===== src/rtl/mips_cpu_bus_master_if.sv =====
// Request/response bundle between the CPU core and the bus master, plus the
// Avalon-MM master signals the block drives toward memory.
interface mips_cpu_bus_master_if #(
  parameter int ADDR_W = 32,
  parameter int DATA_W = 32
);
  localparam int NB = DATA_W / 8;

  logic              req_valid;
  logic              req_ready;
  logic              req_write;
  logic [ADDR_W-1:0] req_addr;
  logic [1:0]        req_size;
  logic              req_signed;
  logic [DATA_W-1:0] req_wdata;
  logic              rsp_valid;
  logic [DATA_W-1:0] rsp_rdata;
  logic              rsp_error;
  logic [ADDR_W-1:0] address;
  logic              read;
  logic              write;
  logic              waitrequest;
  logic [DATA_W-1:0] writedata;
  logic [NB-1:0]     byteenable;
  logic [DATA_W-1:0] readdata;

  modport master (
    input  req_valid, req_write, req_addr, req_size, req_signed, req_wdata,
    input  waitrequest, readdata,
    output req_ready, rsp_valid, rsp_rdata, rsp_error,
    output address, read, write, writedata, byteenable
  );

  modport slave (
    output req_valid, req_write, req_addr, req_size, req_signed, req_wdata,
    output waitrequest, readdata,
    input  req_ready, rsp_valid, rsp_rdata, rsp_error,
    input  address, read, write, writedata, byteenable
  );
endinterface


===== src/rtl/mips_cpu_bus_master.sv =====
// Single-outstanding Avalon-MM master for the MIPS core: lane steering,
// load extension, alignment checking and optional waitrequest timeout.
module mips_cpu_bus_master #(
  parameter int ADDR_W  = 32,
  parameter int DATA_W  = 32,
  parameter int TIMEOUT = 0
) (
  input  logic                    clk,
  input  logic                    reset_n,
  mips_cpu_bus_master_if.master   bus
);
  localparam int NB    = DATA_W / 8;
  localparam int OFS_W = $clog2(NB);
  localparam int OFS_S = (OFS_W > 0) ? OFS_W : 1;
  localparam int CNT_W = $clog2(TIMEOUT + 2);

  typedef enum logic [1:0] {IDLE = 2'd0, BUS = 2'd1, RESP = 2'd2} state_t;

  state_t            state_q;
  logic [ADDR_W-1:0] address_q;
  logic              read_q, write_q;
  logic [DATA_W-1:0] writedata_q;
  logic [NB-1:0]     byteenable_q;
  logic              rsp_valid_q, rsp_error_q;
  logic [DATA_W-1:0] rsp_rdata_q;
  logic [1:0]        size_q;
  logic              signed_q;
  logic [OFS_S-1:0]  ofs_q;
  logic [CNT_W-1:0]  cnt_q;

  logic [OFS_S-1:0]  ofs_s;
  logic              fault_s;
  logic [NB-1:0]     be_s;
  logic [DATA_W-1:0] lane_mask_s;
  logic [DATA_W-1:0] wd_s;
  logic [DATA_W-1:0] load_s;
  logic              timeout_s;

  // Truncate the lane-shifted load data to the access size, then extend.
  function automatic logic [DATA_W-1:0] extend_load(input logic [DATA_W-1:0] d,
                                                    input logic [1:0] sz,
                                                    input logic sgn);
    logic [DATA_W-1:0] r;
    int nbits;
    r = d;
    for (int s = 0; s < OFS_W; s++) begin
      if (sz == 2'(s)) begin
        nbits = 8 << s;
        for (int b = 0; b < DATA_W; b++) begin
          if (b >= nbits) r[b] = sgn & d[nbits-1];
          else            r[b] = d[b];
        end
      end else begin
        r = r;
      end
    end
    return r;
  endfunction

  assign ofs_s       = OFS_S'(bus.req_addr & ADDR_W'(NB - 1));
  assign load_s      = extend_load(bus.readdata >> {ofs_q, 3'b000}, size_q, signed_q);
  assign wd_s        = (bus.req_wdata << {ofs_s, 3'b000}) & lane_mask_s;
  assign timeout_s   = (TIMEOUT > 0) && (32'(cnt_q) == TIMEOUT - 1);
  assign fault_s     = (32'(bus.req_size) > OFS_W) ||
                       ((bus.req_addr & ADDR_W'((32'd1 << bus.req_size) - 32'd1))
                        != {ADDR_W{1'b0}});

  // Byte enables and the matching bit mask for the incoming request.
  always_comb begin
    be_s        = {NB{1'b0}};
    lane_mask_s = {DATA_W{1'b0}};
    for (int b = 0; b < NB; b++) begin
      be_s[b] = (b >= int'(ofs_s)) && (b < int'(ofs_s) + (1 << bus.req_size));
      lane_mask_s[8*b +: 8] = {8{be_s[b]}};
    end
  end

  assign bus.req_ready  = (state_q == IDLE) && reset_n;
  assign bus.address    = address_q;
  assign bus.read       = read_q;
  assign bus.write      = write_q;
  assign bus.writedata  = writedata_q;
  assign bus.byteenable = byteenable_q;
  assign bus.rsp_valid  = rsp_valid_q;
  assign bus.rsp_error  = rsp_error_q;
  assign bus.rsp_rdata  = rsp_rdata_q;

  // Transaction FSM with all bus and response outputs registered.
  always_ff @(posedge clk or negedge reset_n) begin
    if (!reset_n) begin
      state_q      <= IDLE;
      address_q    <= {ADDR_W{1'b0}};
      read_q       <= 1'b0;
      write_q      <= 1'b0;
      writedata_q  <= {DATA_W{1'b0}};
      byteenable_q <= {NB{1'b0}};
      rsp_valid_q  <= 1'b0;
      rsp_error_q  <= 1'b0;
      rsp_rdata_q  <= {DATA_W{1'b0}};
      size_q       <= 2'd0;
      signed_q     <= 1'b0;
      ofs_q        <= {OFS_S{1'b0}};
      cnt_q        <= {CNT_W{1'b0}};
    end else begin
      case (state_q)
        IDLE: begin
          if (bus.req_valid) begin
            if (fault_s) begin
              rsp_valid_q <= 1'b1;
              rsp_error_q <= 1'b1;
              rsp_rdata_q <= {DATA_W{1'b0}};
              state_q     <= RESP;
            end else begin
              address_q    <= bus.req_addr & ~ADDR_W'(NB - 1);
              byteenable_q <= be_s;
              writedata_q  <= wd_s;
              read_q       <= ~bus.req_write;
              write_q      <= bus.req_write;
              size_q       <= bus.req_size;
              signed_q     <= bus.req_signed;
              ofs_q        <= ofs_s;
              cnt_q        <= {CNT_W{1'b0}};
              state_q      <= BUS;
            end
          end else begin
            state_q <= IDLE;
          end
        end
        BUS: begin
          if (!bus.waitrequest) begin
            read_q      <= 1'b0;
            write_q     <= 1'b0;
            rsp_valid_q <= 1'b1;
            rsp_error_q <= 1'b0;
            rsp_rdata_q <= read_q ? load_s : {DATA_W{1'b0}};
            state_q     <= RESP;
          end else if (timeout_s) begin
            read_q      <= 1'b0;
            write_q     <= 1'b0;
            rsp_valid_q <= 1'b1;
            rsp_error_q <= 1'b1;
            rsp_rdata_q <= {DATA_W{1'b0}};
            state_q     <= RESP;
          end else begin
            cnt_q <= cnt_q + CNT_W'(1);
          end
        end
        RESP: begin
          rsp_valid_q <= 1'b0;
          rsp_error_q <= 1'b0;
          rsp_rdata_q <= {DATA_W{1'b0}};
          state_q     <= IDLE;
        end
        default: state_q <= IDLE;
      endcase
    end
  end
endmodule


===== src/flat_wrapper.sv =====
// flat-port wrapper written by rule: the top's interface ports become plain ports
module mips_cpu_bus_master_flat 
#(
  parameter int ADDR_W  = 32,
  parameter int DATA_W  = 32,
  parameter int TIMEOUT = 0
)
  (clk, reset_n, bus_req_valid, bus_req_write, bus_req_addr, bus_req_size, bus_req_signed, bus_req_wdata, bus_waitrequest, bus_readdata, bus_req_ready, bus_rsp_valid, bus_rsp_rdata, bus_rsp_error, bus_address, bus_read, bus_write, bus_writedata, bus_byteenable);
  mips_cpu_bus_master_if #(.ADDR_W(ADDR_W), .DATA_W(DATA_W)) bus_i ();
  input  logic clk;
  input  logic reset_n;
  input wire logic [$bits(bus_i.req_valid)-1:0] bus_req_valid;
  input wire logic [$bits(bus_i.req_write)-1:0] bus_req_write;
  input wire logic [$bits(bus_i.req_addr)-1:0] bus_req_addr;
  input wire logic [$bits(bus_i.req_size)-1:0] bus_req_size;
  input wire logic [$bits(bus_i.req_signed)-1:0] bus_req_signed;
  input wire logic [$bits(bus_i.req_wdata)-1:0] bus_req_wdata;
  input wire logic [$bits(bus_i.waitrequest)-1:0] bus_waitrequest;
  input wire logic [$bits(bus_i.readdata)-1:0] bus_readdata;
  output wire logic [$bits(bus_i.req_ready)-1:0] bus_req_ready;
  output wire logic [$bits(bus_i.rsp_valid)-1:0] bus_rsp_valid;
  output wire logic [$bits(bus_i.rsp_rdata)-1:0] bus_rsp_rdata;
  output wire logic [$bits(bus_i.rsp_error)-1:0] bus_rsp_error;
  output wire logic [$bits(bus_i.address)-1:0] bus_address;
  output wire logic [$bits(bus_i.read)-1:0] bus_read;
  output wire logic [$bits(bus_i.write)-1:0] bus_write;
  output wire logic [$bits(bus_i.writedata)-1:0] bus_writedata;
  output wire logic [$bits(bus_i.byteenable)-1:0] bus_byteenable;
  assign bus_i.req_valid = bus_req_valid;
  assign bus_i.req_write = bus_req_write;
  assign bus_i.req_addr = bus_req_addr;
  assign bus_i.req_size = bus_req_size;
  assign bus_i.req_signed = bus_req_signed;
  assign bus_i.req_wdata = bus_req_wdata;
  assign bus_i.waitrequest = bus_waitrequest;
  assign bus_i.readdata = bus_readdata;
  assign bus_req_ready = bus_i.req_ready;
  assign bus_rsp_valid = bus_i.rsp_valid;
  assign bus_rsp_rdata = bus_i.rsp_rdata;
  assign bus_rsp_error = bus_i.rsp_error;
  assign bus_address = bus_i.address;
  assign bus_read = bus_i.read;
  assign bus_write = bus_i.write;
  assign bus_writedata = bus_i.writedata;
  assign bus_byteenable = bus_i.byteenable;
  mips_cpu_bus_master #(.ADDR_W(ADDR_W), .DATA_W(DATA_W), .TIMEOUT(TIMEOUT)) u_core (.clk(clk), .reset_n(reset_n), .bus(bus_i));
endmodule

===== config.mk =====
export PLATFORM = sky130hd
export DESIGN_NAME = mips_cpu_bus_master_flat
export DESIGN_NICKNAME = d
export VERILOG_FILES = /design/src/rtl/mips_cpu_bus_master_if.sv /design/src/rtl/mips_cpu_bus_master.sv /design/src/flat_wrapper.sv
export SDC_FILE = /design/constraint.sdc
export NUM_CORES = 1
export LEC_CHECK = 0
export ABC_AREA = 0
export CAP_MARGIN = 15
export CORE_MARGIN = 2
export CORE_UTILIZATION = 30
export CTS_BUF_LIST = sky130_fd_sc_hd__clkbuf_4 sky130_fd_sc_hd__clkbuf_8
export CTS_CLUSTER_SIZE = 8
export DETAILED_ROUTE_END_ITERATION = 10
export PLACE_DENSITY = 0.68
export SETUP_SLACK_MARGIN = 0.1
export SYNTH_ARGS = -nofsm -noshare
export SYNTH_HDL_FRONTEND = slang
export SYNTH_SLANG_ARGS = --single-unit
export TNS_END_PERCENT = 50

===== constraint.sdc =====
create_clock -name clk -period 2.1 [get_ports clk]
set_input_delay 0.21 -clock clk [delete_from_list [all_inputs] [get_ports clk]]
set_output_delay 0.21 -clock clk [all_outputs]
set_load 0.01 [all_outputs]

[Word level (Yosys, flattened, before mapping)]
Cells that the tools add are included.
Word-level totals
  bits of input ports: 104
  register bits after elaboration: 109
  output and inout bits: 105
Cells by class
  shift-type cells: 3
  mux-type cells: 23
  reduce and logical (&&, ||, !) cells: 13
  equality and inequality tests: 7
  order comparisons: 8
  bitwise gates (word level): 6
  add/subtract/negate cells: 2
Operator list (count)
  two-way mux 32 bit: 6
  case mux 32 bit (3 select lines): 1
  bitwise AND 32 bit: 2
  less-than comparator 3 x 32 -> 1 bit, first input constant: 2
  adder 3 x 32 -> 32 bit: 1
  less-than comparator 1 x 32 -> 1 bit, first input constant: 1
  less-than comparator 2 x 32 -> 1 bit, first input constant: 1
  nonzero test 32 bit: 1
  left shift 1 x 2 -> 32 bit, first input constant: 1
  left shift 32 x 5 -> 32 bit: 1
  >> shifter 32 x 5 -> 32 bit: 1
  subtractor 32 x 1 -> 32 bit, second input constant: 1
  two-way mux 1 bit: 8
  AND reduction 4 bit: 2
  two-way mux 2 bit: 3
  != test 2 bit, second input constant: 3
  case mux 1 bit (3 select lines): 2
  == test 2 x 1 -> 1 bit, second input constant: 2
  >= comparator 1 x 2 -> 1 bit, first input constant: 2
  logical AND 1 bit: 4
  logical NOT 2 bit: 2
  case mux 1 bit (2 select lines): 2
  case mux 2 bit (2 select lines): 1
  AND reduction 3 bit: 1
  other kinds (9): 11

[Depth between registers and ports, before layout]
Gate-level depths: netlist of run 1.
  word-level depth: 8
  gate-level depth with buffers: 9

[Worst setup path before layout of run 1]
OpenSTA, ideal clock, no wires.
  path type: in2reg
  start point: input port bus_req_size[0]
  end point: register u_core.writedata_q[14], in the netlist u_core.bus.writedata[14]
  buffers on the path: 1
  data arrival time: 2003 ps
  setup slack: -28 ps
  stages on the path: 9
  data required time: 1975 ps
  cells stage by stage: or2_2 inv_1 ha_1 fa_1 nor3_1 a311o_1 clkbuf_1 nor2_1 mux2_2
On the way
  word-level cells in the longest chain between the ends: 7
  elaborated cells between the ends (all ways): 12
  those cells by class: add/sub: 2; order compare: 2; shift: 1; bitwise: 3; reduce/logical: 4
Ends and longest elaborated chain
  start: declaration: RTL line flat_wrapper.sv:15  | input wire logic [$bits(bus_i.req_size)-1:0] bus_req_size;
  branches (longest 7 deep; another with adder 3 x 32 -> 32 bit)
  end signal: assignment: RTL line mips_cpu_bus_master.sv:95  | writedata_q <= {DATA_W{1'b0}};
  end signal: assignment: RTL line mips_cpu_bus_master.sv:116  | writedata_q <= wd_s;
  end: declaration: RTL line mips_cpu_bus_master.sv:22  | logic [DATA_W-1:0] writedata_q;
Several ways; the timed one is not identified.
A chain may end at the register's enable or synchronous reset.

[Worst setup path in the final report of run 1]
  start point: input port bus_req_size[1]
  end point: register u_core.writedata_q[13], in the netlist u_core.bus.writedata[13]
Same word-level chain as after synthesis.

==> results of run 1 <==
## per-layer routing
metal / up-vias / part of all wire, % / global-route usage (%)
li1: 2327 / - / -
met2: 168 / 46 / 26.6
met3: 21 / 7.7 / 4.47
met5: - / 0 / 0
met1: 2305 / 45 / 21.6
met4: 0 / 1.8 / 5.88
## sequential cells by signal (all words and copies together) (netlist names), 2 cells and up
| signal | count |
|---|---|
| u_core.bus.rsp_rdata | 32 |
| u_core.bus.writedata | 32 |
| u_core.bus.address | 30 |
| u_core.bus.byteenable | 4 |
| u_core.ofs_q | 2 |
| u_core.size_q | 2 |
| u_core.state_q | 2 |
## power by group
part / internal [mW] / switching [mW]
clock: 0.475 / 0.789
combinational: 2.11 / 1.63
sequential: 2.68 / 0.354
## final cells by class
| cell class | instances | area (um2) | share of cell area, % |
|---|---|---|---|
| multi-input combinational | 332 | 2860 | 32.6 |
| sequential | 109 | 2730 | 31.0 |
| timing repair buffer | 259 | 2520 | 28.6 |
| tap | 265 | 332 | 3.77 |
| inverter | 44 | 165 | 1.88 |
| clock buffer | 11 | 139 | 1.58 |
| clock inverter | 5 | 43.8 | 0.499 |
## worst max-delay path: stages
cell,delay [ps]
sky130_fd_sc_hd__dlygate4sd2_1,250
sky130_fd_sc_hd__or2_4,230
sky130_fd_sc_hd__inv_1,60
sky130_fd_sc_hd__ha_2,180
sky130_fd_sc_hd__fa_2,460
sky130_fd_sc_hd__nor2b_1,130
sky130_fd_sc_hd__a311o_1,240
sky130_fd_sc_hd__buf_6,140
sky130_fd_sc_hd__nor2_1,40
sky130_fd_sc_hd__mux2_2,260
## cells in the mapped netlist (12+ instances only)
library cell	number	area, um2
sky130_fd_sc_hd__dfrtp_1	109	2730
sky130_fd_sc_hd__mux2_2	70	788
sky130_fd_sc_hd__mux2i_1	69	691
sky130_fd_sc_hd__inv_1	44	165
sky130_fd_sc_hd__a211oi_1	30	225
sky130_fd_sc_hd__o21ai_0	22	110
sky130_fd_sc_hd__nor2b_1	21	131
sky130_fd_sc_hd__nand2_1	16	60.1
sky130_fd_sc_hd__nand4_1	16	100
sky130_fd_sc_hd__buf_2	15	75.1
sky130_fd_sc_hd__clkbuf_1	15	56.3
sky130_fd_sc_hd__nor2_1	12	45.0
## final timing paths
kind                                            end  slack, ps  depth (start not counted)
hold reg to reg               u_core.bus.address[5]        520                          1
setup / recovery           u_core.bus.writedata[13]        170                         10
hold / removal                     u_core.size_q[0]        340                          3
max in group asynchronous   u_core.bus.writedata[9]       1180                          3
min in group asynchronous           u_core.bus.read        490                          3
setup reg to reg              u_core.bus.address[8]        220                          6
## layout by cell type (no fill, tap or decap), types with 9 or more instances in the layout
master	count
sky130_fd_sc_hd__clkdlybuf4s50_1	200
sky130_fd_sc_hd__dfrtp_1	109
sky130_fd_sc_hd__mux2i_1	69
sky130_fd_sc_hd__mux2_2	69
sky130_fd_sc_hd__buf_4	48
sky130_fd_sc_hd__inv_1	43
sky130_fd_sc_hd__a211oi_1	30
sky130_fd_sc_hd__o21ai_0	22
sky130_fd_sc_hd__nor2b_1	20
sky130_fd_sc_hd__nand2_1	16
sky130_fd_sc_hd__nand4_1	16
sky130_fd_sc_hd__nor2_1	10
sky130_fd_sc_hd__clkbuf_8	9
## cell families (layout without fill, tap and decap cells)
family / count (synthesis) / in the layout / share of synthesized area [%]
other: 1 / 2 / 0.0636
buffers and inverters: 85 / 319 / 6.37
AO/OA/AOI/OAI: 88 / 88 / 11.0
multiplexers: 140 / 140 / 25.5
AND/OR/NAND/NOR: 94 / 94 / 8.92
flip-flops: 109 / 109 / 46.3
adder cells (fa/ha/maj): 8 / 8 / 1.83
## what timing repair did
action / CTS / global route
buffers inserted: 1 / 0
hold endpoints to repair: 109 / 0
hold buffers: 1 / 0
endpoints found under the setup margin: 100 / 58
gates resized for setup: 10 / 13
pin swaps: 2 / 2
gates cloned: 1 / 0
==> results.toml, run 1 <==
[global_routing]
grt-ovfl-total = 0
grt_util_all_layers_pct = 16.6
grt_pass1_wl_um = 26700
grt_pass1_vias = 5011
antenna_violations_before_repair = 0
maximum_number_of_pins_on_one_net_before_global_route_repair = 110

[sta]
setup-violations-final = 0
achievable-frequency_mhz = 518
worst_slew_pin_slew_ps = 608
fin_ws_ps = 171
setup_repair_after_global_routing_missed_its_margin = "yes"
worst_relative_slew_slack_pct = 59.5
timing.clock.skew_ps = 11.1
report.final.hold_viol_count = 0
finalCriticalPeriod_ps = 1930
slew_viol_final = 0
period_share_pct = 91.9
fin_worst_hold_slack_ps = 342
fin_setup_tns_ps = 0

[floorplan]
placeableCoreArea_mm2 = 0.0194
fp.dieW_um = 144
die_y_um = 144
placementRows = 51
initial_core_util_pct = 30.4
design.die.area_mm2 = 0.0208
boundaryPins = 209

[placement]
dp_hpwl_um = 12800
gpl.final_weighted_congestion = 0.828
pre_cts_setup_slack_ps = -464
placement.cell_area_mm2 = 0.00851
io_buffers = 206
dp.cells = 1006

[logic_synthesis]
yosysSeqAreaShare_pct = 46.3
async_flop_share_pct = 100
yosys_register_bits = 109
synth_area_mm2 = 0.00589
ys_types = 42
syn-mean-instance-area_um2 = 11.2
ys.flop_type = "sky130_fd_sc_hd__dfrtp_1"
synthCells = 525
synth_edf_count = 0
ys.warnings.count = 0

[clock_network]
clk_root_buffer_cell = "sky130_fd_sc_hd__clkbuf_8"
clock_tree_from_tritoncts = "yes"
cts-htree-levels = 3
cts.path.max_buffers = 2
tritoncts.num_buffers = 9
cts.clk_slew.worst_paths_ps = 110
clk_latency_ps = 380
tritoncts_num_sinks = 109

[finish]
fin_nets = 867
num-fill-cells = 1880
final-instance-count-excl-fill = 1025
area_delta_synth_final_pct = 49.1
final_core_utilization_pct = 45.3
final_area_mm2 = 0.00878
drive_gt1_share_pct = 21.6
antenna-diode-count = 0

[hold_path]
min_from = "bus_req_size[0]"
min_path_type = "input port to register"

[route]
dr.pass1.iters = 5
avgRoutedWirePerCell_um = 17.0
total_wirelength_of_the_detailed_routed_design_um = 17400
ant_nets = 0
drcViolationCount = 0
routed-via-count = 4821
initialDrtViolationCount = 178
post_drt_via_cell_ratio = 4.70

[critical_path]
timing.critical_path.from = "bus_req_size[1]"
reg_to_reg_critical_path_startpoint = "u_core.state_q[1]"
cp-end-kind = "register"
critPathMaxFanout = 5
setup.worst_path.class = "input port to register"
worst_ep_required_time_ps = 2370
worst_setup_path_start_kind = "input port"
arrival_time_of_data_at_the_critical_path_endpoint_ps = 2200

[run_status]
status = "finished clean"

[power]
power_density_mw_per_mm2 = 915
total_power_mw = 8.04
total_leakage_power_nw = 3.72
ir_worst_vdd_uv = 488

[flow_run]
max-cap-violations = 0
(Power assumes the default switching activity.)
==> run 2, diff against run 1 <==
--- a/config.mk
+++ b/config.mk
@@ -7,7 +7,7 @@
 export LEC_CHECK = 0
 export ABC_AREA = 0
 export CAP_MARGIN = 15
-export CORE_MARGIN = 2
+export CORE_MARGIN = 4
 export CORE_UTILIZATION = 30
 export CTS_BUF_LIST = sky130_fd_sc_hd__clkbuf_4 sky130_fd_sc_hd__clkbuf_8
 export CTS_CLUSTER_SIZE = 8
==> constraint.sdc (replaced) <==
create_clock -name clk -period 2.4 [get_ports clk]
set_input_delay 0.24 -clock clk [delete_from_list [all_inputs] [get_ports clk]]
set_output_delay 0.24 -clock clk [all_outputs]
set_load 0.01 [all_outputs]
==> run 2 against run 1 <==
First-iteration DRC count increased by 7.9%. Via count is 0.71% higher. Non-clock buffer count shrank 13. Highest routed layer unchanged.
==> results.toml, run 2 (same netlist as run 1, synthesis figures left out) <==
[run_status]
status = "finished clean"

[critical_path]
timing.critical_path.cells = "clkdlybuf4s50_1, or2_2, inv_1, ha_1, fa_1, nor2b_1, a311o_1, buf_4, nor2_1, mux2_2"
reg_to_reg_critical_path_startpoint = "u_core.state_q[0]"
r2r_cells = 7
arrival_time_of_data_at_the_critical_path_endpoint_ps = 2490
critPathMaxFanout = 9
reg2reg_setup_slack_ps = 360
slowest_delay_ps = 460
critical_path.reg2reg.endpoint = "u_core.bus.writedata[30]"
worst_setup_path_start_kind = "input port"
setup.worst_path.class = "input port to register"
cp-end-kind = "register"
worst_ep_required_time_ps = 2680
slowest_cell_on_the_critical_path = "sky130_fd_sc_hd__fa_1"

[power]
internal_power_mw = 4.58
total_leakage_power_nw = 3.65
power_density_mw_per_mm2 = 808
clock_power_share_pct = 15.8
comb_power_share_pct = 46.5
ir_worst_vdd_uv = 439
seqPwrFrac_pct = 37.7
p_sw_mw = 2.42
swShare_pct = 34.6

[finish]
commonest_non_fill_non_tap_cells_in_the_layout = "sky130_fd_sc_hd__clkdlybuf4s50_1 (205), sky130_fd_sc_hd__dfrtp_1 (109), sky130_fd_sc_hd__mux2_2 (70), sky130_fd_sc_hd__mux2i_1 (69), sky130_fd_sc_hd__inv_1 (44)"
drive_gt1_share_pct = 19.0
num-fill-cells = 1830
fin_nets = 854
final-instance-count-excl-fill = 1007
antenna-diode-count = 0
layout.cells.most_common = "sky130_fd_sc_hd__clkdlybuf4s50_1"
area_delta_synth_final_pct = 47.1
final_area_mm2 = 0.00867

[sta]
setup-violations-final = 0
achievable-frequency_mhz = 453
worst_relative_slew_slack_pct = 57.9
period_share_pct = 92.1
finalCriticalPeriod_ps = 2210
timing.clock.skew_ps = 18.5
report.final.hold_viol_count = 0
slew_viol_final = 0
setup_repair_after_global_routing_missed_its_margin = "yes"
worst_slew_pin_slew_ps = 632
fin_ws_ps = 191

[route]
drcViolationCount = 0
post_drt_via_cell_ratio = 4.82
avgRoutedWirePerCell_um = 17.5
dr.pass1.iters = 4
ant_nets = 0
routed-via-count = 4855
total_wirelength_of_the_detailed_routed_design_um = 17600
initialDrtViolationCount = 192

[floorplan]
placeableCoreArea_mm2 = 0.0190
initial_core_util_pct = 31.0
fp.dieW_um = 148
boundaryPins = 209
placementRows = 50
die_y_um = 148
design.die.area_mm2 = 0.0219

[hold_path]
depth_of_the_worst_hold_timing_path = 2
min_path_type = "input port to register"
min_from = "bus_req_addr[2]"
whs_endpoint = "u_core.bus.address[2]"

[global_routing]
grt-ovfl-total = 0
grt_pass1_wl_um = 27800
grt_util_all_layers_pct = 16.0
maximum_number_of_pins_on_one_net_before_global_route_repair = 110
grt_pass1_vias = 4999
antenna_violations_before_repair = 0

[clock_network]
clock_tree_from_tritoncts = "yes"
cts.clk_slew.worst_paths_ps = 110
cts.path.max_buffers = 2
cts-htree-levels = 3
clk_latency_ps = 390
tritoncts_num_sinks = 109
clk_root_buffer_cell = "sky130_fd_sc_hd__clkbuf_8"
tritoncts.num_buffers = 9

[placement]
io_buffers = 206
pre_cts_setup_slack_ps = -226
gpl.final_weighted_congestion = 0.809
dp_hpwl_um = 13200
placement.cell_area_mm2 = 0.00847
dp.cells = 990

[flow_run]
max-cap-violations = 0
[run 2: cell type report]
cell class | instances | area [um2] | share of cell area, %
multi-input combinational | 332 | 2810 | 32.4
sequential | 109 | 2730 | 31.5
timing repair buffer | 246 | 2460 | 28.4
tap | 260 | 325 | 3.75
inverter | 44 | 165 | 1.91
clock buffer | 10 | 131 | 1.52
clock inverter | 6 | 51.3 | 0.592
[run 2: worst max-delay path, delay by kind of cell]
family / cells / cell delay [ps]
simple gates: 3 / 510
fa+ha+maj: 2 / 630
mux: 1 / 250
buf+inv: 3 / 670
compound gates: 1 / 190
[run 2: worst max-delay path by stage]
| stage | slack (ps) | end | startpoint |
|---|---|---|---|
| floorplan | 240 | u_core.bus.writedata[14] | bus_req_size[0] |
| global placement | -140 | u_core.bus.writedata[14] | bus_req_size[1] |
| detailed placement | -230 | u_core.bus.writedata[13] | bus_req_size[1] |
| CTS | 180 | bus_req_ready | u_core.state_q[0] |
| global route | 90 | u_core.bus.writedata[13] | bus_req_size[1] |
| finish | 190 | u_core.bus.writedata[15] | bus_req_size[1] |
[run 2: per-stage QoR]
stage          setup TNS, ps  hold WS [ps]  utilization, %  total power, mW
2_1_floorplan              0         -55.6               -             4.27
3_3_place_gp           -4390           403            44.5             5.92
3_5_place_dp           -5990           407            44.5             5.96
4_1_cts                    0           425            45.5             7.11
5_1_grt                    0           422            45.6             7.47
6_report                   0           452            45.6             7.01
[run 2: what timing repair did]
item	4_1_cts	5_1_grt
hold buffers	1	0
gates resized for setup	0	2
endpoints found under the hold margin	109	0
setup buffers	0	0
endpoints found under the setup margin	0	8
[run 2: power groups by stage]
stage                     combinational [mW]  sequential [mW]  clock [mW]
final                                   3.26             2.64        1.11
after global routing                    3.53             2.71        1.23
after CTS                               3.29             2.65        1.17
after detailed placement                3.28             2.68           0
after global placement                  3.25             2.67           0
after floorplan                         1.40             2.87           0
[run 2: metal layers]
metal / track usage (%) / up-vias / share of wire [%]
li1: - / 2306 / -
met1: 21.5 / 2347 / 44
met4: 3.88 / 0 / 0.92
met5: 0 / - / 0
met2: 25.1 / 191 / 46
met3: 5.24 / 11 / 9.0
